<file path="config.mk">
export PLATFORM = sky130hd
export DESIGN_NAME = pipeline_stall_ctrl_flat
export DESIGN_NICKNAME = d
export VERILOG_FILES = /design/src/rtl/pipeline_stall_ctrl_if.sv /design/src/rtl/pipeline_stall_ctrl.sv /design/src/flat_wrapper.sv
export SDC_FILE = /design/constraint.sdc
export NUM_CORES = 1
export LEC_CHECK = 0
export CORE_AREA = 8 8 52 54
export DETAILED_ROUTE_END_ITERATION = 6
export DIE_AREA = 0 0 60 62
export GPL_TIMING_DRIVEN = 1
export PLACE_DENSITY_LB_ADDON = 0.12
export SETUP_SLACK_MARGIN = 0.05
export SLEW_MARGIN = 20
export SYNTH_ARGS = -nofsm -noshare
export SYNTH_HDL_FRONTEND = slang
export SYNTH_SLANG_ARGS = --single-unit
</file>
<file path="constraint.sdc">
create_clock -name clk -period 2.3 [get_ports clk]
set_clock_uncertainty 0.2 [all_clocks]
set_input_delay 0.46 -clock clk [delete_from_list [all_inputs] [get_ports clk]]
set_output_delay 0.46 -clock clk [all_outputs]
set_load 0.01 [all_outputs]
</file>
<file path="src/rtl/pipeline_stall_ctrl_if.sv">
// pipeline_stall_ctrl_if
//   Groups the hazard-unit inputs and the pipeline control outputs of
//   pipeline_stall_ctrl into one bundle.
//   master : pipeline side (drives ID/EX status, receives enables)
//   slave  : the stall controller
//   Inputs to controller : id_rs, id_rt, id_uses_rt, id_branch_taken,
//                          ex_mem_read, ex_rt, ex_mc_start, dmem_busy
//   Outputs of controller: stall, pc_write, if_id_write, if_id_flush,
//                          ex_hold, freeze, mc_done, stall_cycles
interface pipeline_stall_ctrl_if;
    logic [4:0]  id_rs;
    logic [4:0]  id_rt;
    logic        id_uses_rt;
    logic        id_branch_taken;
    logic        ex_mem_read;
    logic [4:0]  ex_rt;
    logic        ex_mc_start;
    logic        dmem_busy;
    logic        stall;
    logic        pc_write;
    logic        if_id_write;
    logic        if_id_flush;
    logic        ex_hold;
    logic        freeze;
    logic        mc_done;
    logic [15:0] stall_cycles;

    modport master (
        output id_rs, id_rt, id_uses_rt, id_branch_taken,
               ex_mem_read, ex_rt, ex_mc_start, dmem_busy,
        input  stall, pc_write, if_id_write, if_id_flush,
               ex_hold, freeze, mc_done, stall_cycles
    );

    modport slave (
        input  id_rs, id_rt, id_uses_rt, id_branch_taken,
               ex_mem_read, ex_rt, ex_mc_start, dmem_busy,
        output stall, pc_write, if_id_write, if_id_flush,
               ex_hold, freeze, mc_done, stall_cycles
    );
endinterface

</file>
<file path="src/rtl/pipeline_stall_ctrl.sv">
// pipeline_stall_ctrl
//   Hazard / stall controller for a 5-stage pipeline: load-use bubbles,
//   multicycle EX holds, data-memory freeze and branch flush.
//   Parameter MC_LATENCY (2..15): total EX cycles of a multicycle op.
//   Ports: clk   - clock, rising edge
//          reset - asynchronous, active-high
//          bus   - pipeline_stall_ctrl_if.slave (see interface header)
//   Optional macro PIPELINE_STALL_CTRL_STALL_CNT_EN enables the saturating
//   stall-cycle counter; without it stall_cycles reads 0 and has no flops.
//
//   state     | meaning
//   ----------+---------------------------------------------------------
//   S_RUN     | normal flow; hazard detection and branch flush active
//   S_MC_BUSY | multicycle op occupying EX; r_mc_cnt cycles remaining
module pipeline_stall_ctrl #(
    parameter int MC_LATENCY = 4
) (
    input  logic                   clk,
    input  logic                   reset,
    pipeline_stall_ctrl_if.slave   bus
);
    localparam logic [0:0] S_RUN     = 1'b0;
    localparam logic [0:0] S_MC_BUSY = 1'b1;

    logic [0:0] r_state, w_state_nxt;
    logic [3:0] r_mc_cnt, w_mc_cnt_nxt;
    logic       w_hazard;
    logic       w_freeze;
    logic       w_stall, w_pc_write, w_if_id_write, w_if_id_flush;
    logic       w_ex_hold, w_mc_done;

    assign w_freeze = bus.dmem_busy;

    // Register 0 is hardwired, so a load targeting it never creates a hazard.
    assign w_hazard = bus.ex_mem_read && (bus.ex_rt != 5'd0) &&
                      ((bus.ex_rt == bus.id_rs) ||
                       (bus.id_uses_rt && (bus.ex_rt == bus.id_rt)));

    always_comb begin
        w_state_nxt   = r_state;
        w_mc_cnt_nxt  = r_mc_cnt;
        w_stall       = 1'b0;
        w_pc_write    = 1'b1;
        w_if_id_write = 1'b1;
        w_if_id_flush = 1'b0;
        w_ex_hold     = 1'b0;
        w_mc_done     = 1'b0;
        if (w_freeze) begin
            w_pc_write    = 1'b0;
            w_if_id_write = 1'b0;
            w_ex_hold     = 1'b1;
        end else begin
            case (r_state)
                S_RUN: begin
                    if (bus.ex_mc_start) begin
                        w_ex_hold     = 1'b1;
                        w_pc_write    = 1'b0;
                        w_if_id_write = 1'b0;
                        w_mc_cnt_nxt  = 4'(MC_LATENCY - 1);
                        w_state_nxt   = S_MC_BUSY;
                    end else if (w_hazard) begin
                        w_stall       = 1'b1;
                        w_pc_write    = 1'b0;
                        w_if_id_write = 1'b0;
                    end else begin
                        w_if_id_flush = bus.id_branch_taken;
                    end
                end
                default: begin
                    if (r_mc_cnt > 4'd1) begin
                        w_ex_hold     = 1'b1;
                        w_pc_write    = 1'b0;
                        w_if_id_write = 1'b0;
                        w_mc_cnt_nxt  = r_mc_cnt - 4'd1;
                    end else begin
                        // Final EX cycle: result valid, pipeline released.
                        w_mc_done     = 1'b1;
                        w_if_id_flush = bus.id_branch_taken;
                        w_mc_cnt_nxt  = 4'd0;
                        w_state_nxt   = S_RUN;
                    end
                end
            endcase
        end
    end

    always_ff @(posedge clk or posedge reset) begin
        if (reset) begin
            r_state  <= S_RUN;
            r_mc_cnt <= 4'd0;
        end else begin
            r_state  <= w_state_nxt;
            r_mc_cnt <= w_mc_cnt_nxt;
        end
    end

`ifdef PIPELINE_STALL_CTRL_STALL_CNT_EN
    logic [15:0] r_stall_cycles;

    always_ff @(posedge clk or posedge reset) begin
        if (reset) begin
            r_stall_cycles <= 16'h0000;
        end else if (!w_pc_write && (r_stall_cycles != 16'hFFFF)) begin
            r_stall_cycles <= r_stall_cycles + 16'd1;
        end
    end

    assign bus.stall_cycles = r_stall_cycles;
`else
    assign bus.stall_cycles = 16'h0000;
`endif

    assign bus.stall       = w_stall;
    assign bus.pc_write    = w_pc_write;
    assign bus.if_id_write = w_if_id_write;
    assign bus.if_id_flush = w_if_id_flush;
    assign bus.ex_hold     = w_ex_hold;
    assign bus.freeze      = w_freeze;
    assign bus.mc_done     = w_mc_done;
endmodule

</file>
<file path="src/flat_wrapper.sv">
// flat-port wrapper written by rule: the top's interface ports become plain ports
module pipeline_stall_ctrl_flat 
#(
    parameter int MC_LATENCY = 4
)
  (clk, reset, bus_id_rs, bus_id_rt, bus_id_uses_rt, bus_id_branch_taken, bus_ex_mem_read, bus_ex_rt, bus_ex_mc_start, bus_dmem_busy, bus_stall, bus_pc_write, bus_if_id_write, bus_if_id_flush, bus_ex_hold, bus_freeze, bus_mc_done, bus_stall_cycles);
  pipeline_stall_ctrl_if bus_i ();
  input  logic clk;
  input  logic reset;
  input wire logic [$bits(bus_i.id_rs)-1:0] bus_id_rs;
  input wire logic [$bits(bus_i.id_rt)-1:0] bus_id_rt;
  input wire logic [$bits(bus_i.id_uses_rt)-1:0] bus_id_uses_rt;
  input wire logic [$bits(bus_i.id_branch_taken)-1:0] bus_id_branch_taken;
  input wire logic [$bits(bus_i.ex_mem_read)-1:0] bus_ex_mem_read;
  input wire logic [$bits(bus_i.ex_rt)-1:0] bus_ex_rt;
  input wire logic [$bits(bus_i.ex_mc_start)-1:0] bus_ex_mc_start;
  input wire logic [$bits(bus_i.dmem_busy)-1:0] bus_dmem_busy;
  output wire logic [$bits(bus_i.stall)-1:0] bus_stall;
  output wire logic [$bits(bus_i.pc_write)-1:0] bus_pc_write;
  output wire logic [$bits(bus_i.if_id_write)-1:0] bus_if_id_write;
  output wire logic [$bits(bus_i.if_id_flush)-1:0] bus_if_id_flush;
  output wire logic [$bits(bus_i.ex_hold)-1:0] bus_ex_hold;
  output wire logic [$bits(bus_i.freeze)-1:0] bus_freeze;
  output wire logic [$bits(bus_i.mc_done)-1:0] bus_mc_done;
  output wire logic [$bits(bus_i.stall_cycles)-1:0] bus_stall_cycles;
  assign bus_i.id_rs = bus_id_rs;
  assign bus_i.id_rt = bus_id_rt;
  assign bus_i.id_uses_rt = bus_id_uses_rt;
  assign bus_i.id_branch_taken = bus_id_branch_taken;
  assign bus_i.ex_mem_read = bus_ex_mem_read;
  assign bus_i.ex_rt = bus_ex_rt;
  assign bus_i.ex_mc_start = bus_ex_mc_start;
  assign bus_i.dmem_busy = bus_dmem_busy;
  assign bus_stall = bus_i.stall;
  assign bus_pc_write = bus_i.pc_write;
  assign bus_if_id_write = bus_i.if_id_write;
  assign bus_if_id_flush = bus_i.if_id_flush;
  assign bus_ex_hold = bus_i.ex_hold;
  assign bus_freeze = bus_i.freeze;
  assign bus_mc_done = bus_i.mc_done;
  assign bus_stall_cycles = bus_i.stall_cycles;
  pipeline_stall_ctrl #(.MC_LATENCY(MC_LATENCY)) u_core (.clk(clk), .reset(reset), .bus(bus_i));
endmodule
</file>
# Word level (Yosys, flattened, before mapping)
# Index checks and enable logic that the tools add are counted.
[totals] regBits=5 latchBits=0 ramBits=0 romBits=0 inputBits=22 elab_cells=37 mem_count=0
[op_classes] addsub=1 mul=0 div=0 order_cmp=1 eq_ne=2 shift=0 mux=23 bitwise=1 n_reduce_logical=7
[op_table] op="2-to-1 mux 1 bit" count=20
[op_table] op="2-to-1 mux 4 bit" count=3
[op_table] op="== test 5 bit" count=2
[op_table] op="nonzero test 5 bit" count=1
[op_table] op="> comparator 4 x 1 -> 1 bit, second input constant" count=1
[op_table] op="subtractor 4 x 1 -> 4 bit, second input constant" count=1
[op_table] op="logical AND 1 bit" count=3
[op_table] op="AND reduction 2 bit" count=1
[op_table] op="nonzero test 2 bit" count=1
[op_table] op="logical OR 1 bit" count=1
[op_table] op="inverter 1 bit" count=1

# Longest topological paths before layout
# Gate-level depths: netlist of run 1.
[logic_depth] ltp_word=8 ltp_mapped=7 mapped_depth_nobuf=6

# Least setup slack after synthesis of run 1
# Ideal clock, no wire load.
[synth_path] kind="register -> output" from="reg u_core.r_mc_cnt[0]" to="out bus_pc_write" t_arrival_ns=1.654 t_required_ns=1.640 slack_ns=-0.014 path_stages_with_launch=8 path_buffers=1 cell_sequence="dfrtp_1 -> inv_1 -> ha_1 -> nor2_1 -> nor4b_1 -> o21ai_1 -> a21oi_1 -> buf_4"
[synth_via] elab_chain_len=4
[synth_rtl] element="start: declaration" line="pipeline_stall_ctrl.sv:26" source="logic [3:0] r_mc_cnt, w_mc_cnt_nxt;"
[synth_rtl] element="start signal: assignment" line="pipeline_stall_ctrl.sv:93" source="r_mc_cnt <= w_mc_cnt_nxt;"
[synth_rtl] element="> comparator 4 x 1 -> 1 bit" line="pipeline_stall_ctrl.sv:70" source="if (r_mc_cnt > 4'd1) begin"
[synth_rtl] element="2-to-1 mux 1 bit (3 in series)"
[synth_rtl] element="end: declaration" line="flat_wrapper.sv:19" source="output wire logic [$bits(bus_i.pc_write)-1:0] bus_pc_write;"
# Every way passes these cells.

# Final worst setup path of run 1
[layout_path] from="reg u_core.r_mc_cnt[1]" to="out bus_if_id_flush"
[layout_via] elab_chain_len=4
[layout_rtl] element="> comparator 4 x 1 -> 1 bit" line="pipeline_stall_ctrl.sv:70"
[layout_rtl] element="2-to-1 mux 1 bit" line="pipeline_stall_ctrl.sv:70"
[layout_rtl] element="2-to-1 mux 1 bit" line="pipeline_stall_ctrl.sv:53" source="case (r_state)"
[layout_rtl] element="2-to-1 mux 1 bit" line="pipeline_stall_ctrl.sv:48" source="if (w_freeze) begin"
[layout_rtl] element="end: declaration" line="flat_wrapper.sv:21" source="output wire logic [$bits(bus_i.if_id_flush)-1:0] bus_if_id_flush;"
# Every way passes these cells.

==> metrics.csv, run 1 <==
stage;metric;value;unit
global_route;antenna_found_initial;0;
cells_and_area;final_common_cell;buf_4;
die;boundaryPins;45;
clock_tree;worst_setup_hold_path_clk_slew;40;ps
critical_path;slowest_stage;dfrtp_1;
cells_and_area;area_growth;68.4;%
global_route;grt_pass1_wl;3000;µm
timing;min_period_over_period;1.02;
timing;hold_violations;0;
critical_path;path_cells;inv_2, ha_1, nor2_2, nor4b_2, buf_4, nor2_2, a211oi_2, buf_2;
route;drc_errors;0;
route;vias_per_cell;4.34;
critical_path;cp.buffers_inverters;3;
global_route;met2_usage;0.212;
die;die-area;0.00372;mm²
global_route;first_global_vias;766;
outcome;status;finished with violations;
critical_path;critPathCaptureType;primary output;
clock_tree;clockRootBuffer;clkbuf_4;
critical_path;cp-start-kind;flip-flop;
timing;slew_viol_final;0;
timing;tns;-58.7;ps
clock_tree;cts_buffers;3;
global_route;track_usage;0.105;
die;initial_core_util;0.327;
logic_synthesis;avgSynthCellArea;8.18;µm²
critical_path;arrival;1690;ps
critical_path;slowest_delay;380;ps
route;drtIter0Drc;4;
timing;setup_ws;-50.7;ps
global_route;grt_use_met3;0.0412;
critical_path;cp_max_fo;3;
power;p_leak;0.502;nW
min_path;hp-class;input port to asynchronous set/reset pin;
logic_synthesis;syn_area;622;µm²
logic_synthesis;synth_warnings;0;
place;place_congestion;0.836;
power;peakVddDrop;0.395;mV
die;die_height;62;µm
die;rows;16;
clock_tree;htreeDepth;1;
outcome;violations;negative setup slack;
clock_tree;cts_sinks;5;
critical_path;required;1640;ps
timing;rsz0062_at_grt;true;
die;core_area;0.00190;mm²
logic_synthesis;synthArstFlopShare;1.00;
clock_tree;cts_tree;yes;
route;dr_total_vias;664;
route;dr.pass1.iters;2;
cells_and_area;layout.nets;151;
timing;setup_viol;3;
power;power_density;611;mW/mm²
logic_synthesis;synthFlopType;dfrtp_1;
cells_and_area;drive_gt1_frac;0.389;
logic_synthesis;synth_cells;76;
critical_path;path_class;flip-flop to primary output;
route;drt_wl_total;1840;µm
cells_and_area;diodes;0;
timing;period_needed;2350;ps
route;wl_per_cell;12.0;µm
global_route;top_usage_layer;met2;
critical_path;cpMostUsedCell;nor2_2;
global_route;grt_max_degree;10;
logic_synthesis;synth_cell_type_count;29;
job;drv_cap;0;
timing;clock.fmax;0.425;GHz
global_route;grt-ovfl-total;0;
logic_synthesis;synth_edf_count;0;
logic_synthesis;yosysSeqAreaShare;0.201;
place;port_buffers;28;
global_route;met1_usage;0.0961;
logic_synthesis;synth-seq-cells;5;
place;dp_hpwl;1520;µm
place;post-place-ws;-782;ps
cells_and_area;final_cell_mix;22 x buf_4, 16 x conb_1, 11 x dlygate4sd2_1, 10 x xnor2_1, 7 x clkdlybuf4s50_1;
clock_tree;clk_latency;240;ps
critical_path;cp_top_family;buffers and inverters;
clock_tree;cts.path.max_buffers;2;
die;die_w;60;µm
route;ant_nets;0;
-- flip-flops by register name, indices dropped and copies added (netlist names) --
| register | cells |
|---|---|
| u_core.r_mc_cnt | 4 |
| u_core.r_state | 1 |
-- per-layer routing --
layer,vias to the layer above,wire length [µm],share of wire
met5,-,0,0
met4,0,12,0.0065
met3,2,134,0.073
met2,29,987,0.54
met1,310,702,0.38
li1,323,-,-
-- worst register-to-register path, cell delays in order, from the launching register on --
cell	delay (ps)
dfrtp_1	380
inv_2	90
ha_1	160
nor2_2	50
or3_1	350
buf_4	170
mux2i_1	140
a22oi_1	110
-- per-stage QoR --
stage | std cells | cell area (µm²) | hold WS, ps | util | power (W)
after floorplan | 91 | 682 | 38.5 | - | 0.000336
final | 153 | 1050 | 211 | 0.551 | 0.000640
after global placement | 146 | 992 | 421 | 0.522 | 0.000477
after detailed placement | 146 | 992 | 418 | 0.522 | 0.000477
after CTS | 153 | 1040 | 208 | 0.545 | 0.000627
after global routing | 153 | 1050 | 227 | 0.551 | 0.000699
-- cell usage after synthesis (all sizes together) (2+ instances only) --
cell type	number	area share
a21oi	2	0.016
ha	2	0.040
o21ai	4	0.038
buf	19	0.24
inv	6	0.036
nor3	2	0.016
dfrtp	5	0.20
nor2	5	0.030
nand4	2	0.020
nand2	3	0.018
xnor2	10	0.14
or3	2	0.020
-- where the power goes --
group | total [W] | internal [W] | leakage [nW] | switching (W)
registers | 0.000147 | 0.000124 | 0.0510 | 0.0000234
clock network | 0.000100 | 0.0000655 | 0.0150 | 0.0000349
logic | 0.000393 | 0.000216 | 0.436 | 0.000177
total | 0.000640 | 0.000405 | 0.502 | 0.000235
-- worst paths after layout --
kind / from / end / slack (ps) / cells past startpoint
max in group asynchronous: reset / u_core.r_mc_cnt[0] / 1520 / 2
setup reg to reg: u_core.r_mc_cnt[1] / u_core.r_mc_cnt[0] / 510 / 7
min in group clk: u_core.r_state / u_core.r_mc_cnt[0] / 430 / 2
hold reg to reg: u_core.r_state / u_core.r_mc_cnt[0] / 430 / 2
setup / recovery: u_core.r_mc_cnt[1] / bus_if_id_flush / -50 / 8
hold / removal: reset / u_core.r_mc_cnt[3] / 210 / 2
-- kinds of logic (layout without fill, tap and decap cells) --
logic type      Yosys count  count (layout)  synth area share
compound gates           13              13             0.153
xor+xnor                 10              10             0.141
fa+ha+maj                 2               2            0.0402
buf+inv                  25              60             0.272
flops                     5               5             0.201
mux                       1               1            0.0161
other cells               1              16           0.00603
simple gates             19              19             0.171
-- area by class of cell --
type                    instances  area [µm²]
clock buffers                   4        26.3
fillers                       193         855
inverters                       6        22.5
multi-input cells              61         439
flip-flops and latches          5         125
well taps                      27        33.8
repair buffers                 50         400
-- what timing repair did --
item / CTS / global route
buffers inserted: 3 / 0
resized for setup: 61 / 4
endpoints found under the setup margin: 7 / 6
hold buffers: 0 / 0
pin swaps: 17 / 1
(Power assumes the default switching activity.)
==> run 2, diff against run 1 <==
Settings changed: CORE_AREA 8 8 52 54 to 4 4 48 50, DIE_AREA 0 0 60 62 to 0 0 52 54, TNS_END_PERCENT set to 30.
==> metrics.csv, run 2 (synthesized netlist as in run 1, its figures left out) <==
stage;metric;value;unit
route;drtIter0Drc;4;
critical_path;required;1640;ps
critical_path;arrival;1690;ps
global_route;antenna_found_initial;0;
timing;tns;-101;ps
timing;rsz0062_at_grt;true;
timing;setup_ws;-53.9;ps
critical_path;slowest_delay;380;ps
cells_and_area;instances_no_fill;152;
cells_and_area;multiInputGateArea;424;µm²
power;power_frac_clock;0.163;
cells_and_area;layout.nets;150;
place;dp.cells;147;
route;wl_per_cell;10.7;µm
power;p_int;0.000391;W
cells_and_area;area_growth;66.0;%
cells_and_area;regMostFlops;u_core.r_mc_cnt;
cells_and_area;final_area;0.00103;mm²
cells_and_area;final_common_cell;buf_4;
clock_tree;clk_latency;240;ps
place;place_congestion;0.767;
critical_path;path_class;flip-flop to primary output;
timing;min_period_over_period;1.02;
cells_and_area;diodes;0;
global_route;grt_pass1_wl;2450;µm
critical_path;slowest_stage;dfrtp_1;
die;rows;16;
power;p_switching;0.000228;W
cells_and_area;largest_reg_flops;4;
clock_tree;htreeDepth;1;
die;die-area;0.00281;mm²
cells_and_area;drive_gt1_frac;0.360;
route;ant_nets;0;
cells_and_area;top_regs;u_core.r_mc_cnt (4), u_core.r_state (1);
job;drv_cap;0;
critical_path;cp-start-kind;flip-flop;
clock_tree;worst_setup_hold_path_clk_slew;40;ps
clock_tree;cts_buffers;3;
power;peakVddDrop;0.271;mV
place;port_buffers;28;
die;core_area;0.00190;mm²
timing;period_needed;2350;ps
route;dr_total_vias;666;
route;drc_errors;0;
min_path;hp-class;input port to asynchronous set/reset pin;
route;vias_per_cell;4.38;
critical_path;cp_max_fo;3;
cells_and_area;fillers;202;
power;comb_power_share;0.594;
timing;hold_violations;0;
die;boundaryPins;45;
cells_and_area;seq_area;125;µm²
timing;slew_viol_final;0;
clock_tree;cts_sinks;5;
timing;clock.fmax;0.425;GHz
clock_tree;cts_tree;yes;
power;pwr-share-seq;0.243;
route;drt_wl_total;1630;µm
place;dp_hpwl;1430;µm
critical_path;critPathCaptureType;primary output;
outcome;status;finished with violations;
cells_and_area;final_util;0.543;
clock_tree;clockRootBuffer;clkbuf_4;
power;sw_frac_of_total;0.368;
timing;setup_viol;4;
route;dr.pass1.iters;4;
die;initial_core_util;0.327;
power;p_leak;0.489;nW
die;die_height;54;µm
global_route;grt-ovfl-total;0;
global_route;track_usage;0.118;
critical_path;path_cells;inv_2, ha_1, nor2_2, nor4b_2, buf_4, o21ai_2, a211oi_2, buf_2;
place;place_area;1000;µm²
outcome;violations;negative setup slack;
global_route;first_global_vias;621;
critical_path;cp.buffers_inverters;3;
global_route;grt_max_degree;10;
die;die_w;52;µm
cells_and_area;final_cell_mix;21 x buf_4, 16 x conb_1, 11 x clkdlybuf4s50_1, 10 x xnor2_1, 7 x dlygate4sd2_1;
critical_path;cp_top_family;buffers and inverters;
clock_tree;cts.path.max_buffers;2;
power;power_density;600;mW/mm²
==> run 2: changes by cell type in the layout (fill, tap and decap cells not counted), moves of 2 or more <==
| cell | delta |
|---|---|
| clkdlybuf4s50_1 | +4 |
| dlygate4sd2_1 | -4 |
| clkdlybuf4s15_1 | +3 |
| buf_6 | -2 |
| o21ai_2 | +2 |
| o21ai_4 | -2 |
==> run 2: through the flow <==
step	hold slack (ps)	total power, W	setup slack [ps]
final	216	0.000619	-53.9
after global routing	219	0.000677	-178
after CTS	217	0.000615	-51.9
after detailed placement	429	0.000479	-779
after global placement	421	0.000477	-754
after floorplan	38.5	0.000336	76.1
==> run 2: metal layers <==
layer,wire length [µm],GRT usage
met1,588,0.111
met2,891,0.241
met3,134,0.0360
met4,12,0.0349
met5,0,0
==> run 2: layout make-up <==
| cell class | instances | area share |
|---|---|---|
| Inverter | 6 | 0.0218 |
| Clock buffer | 4 | 0.0255 |
| Tap cell | 27 | 0.0327 |
| Sequential cell | 5 | 0.121 |
| Timing Repair Buffer | 49 | 0.388 |
| Multi-Input combinational cell | 61 | 0.411 |
==> run 2: final timing paths <==
kind / start / to / slack (ps) / cells after the start
setup / recovery: u_core.r_mc_cnt[1] / bus_if_id_flush / -50 / 8
hold / removal: reset / u_core.r_state / 220 / 2
setup reg to reg: u_core.r_mc_cnt[1] / u_core.r_mc_cnt[0] / 530 / 7
hold reg to reg: u_core.r_state / u_core.r_mc_cnt[1] / 440 / 2
max in group asynchronous: reset / u_core.r_mc_cnt[0] / 1510 / 2
min in group clk: u_core.r_state / u_core.r_mc_cnt[1] / 440 / 2
==> run 2: power groups by stage <==
stage	clock network (W)	logic (W)	registers [W]
floorplan	0	0.000189	0.000147
global placement	0	0.000335	0.000143
detailed placement	0	0.000333	0.000145
CTS	0.000104	0.000361	0.000150
global route	0.000111	0.000413	0.000153
finish	0.000101	0.000368	0.000150
==> run 2: what timing repair did <==
item	in CTS	in global routing
resized for setup	50	2
pin swaps	13	3
endpoints found under the hold margin	0	0
endpoints found under the setup margin	7	6
buffers inserted	1	0
hold buffers	0	0
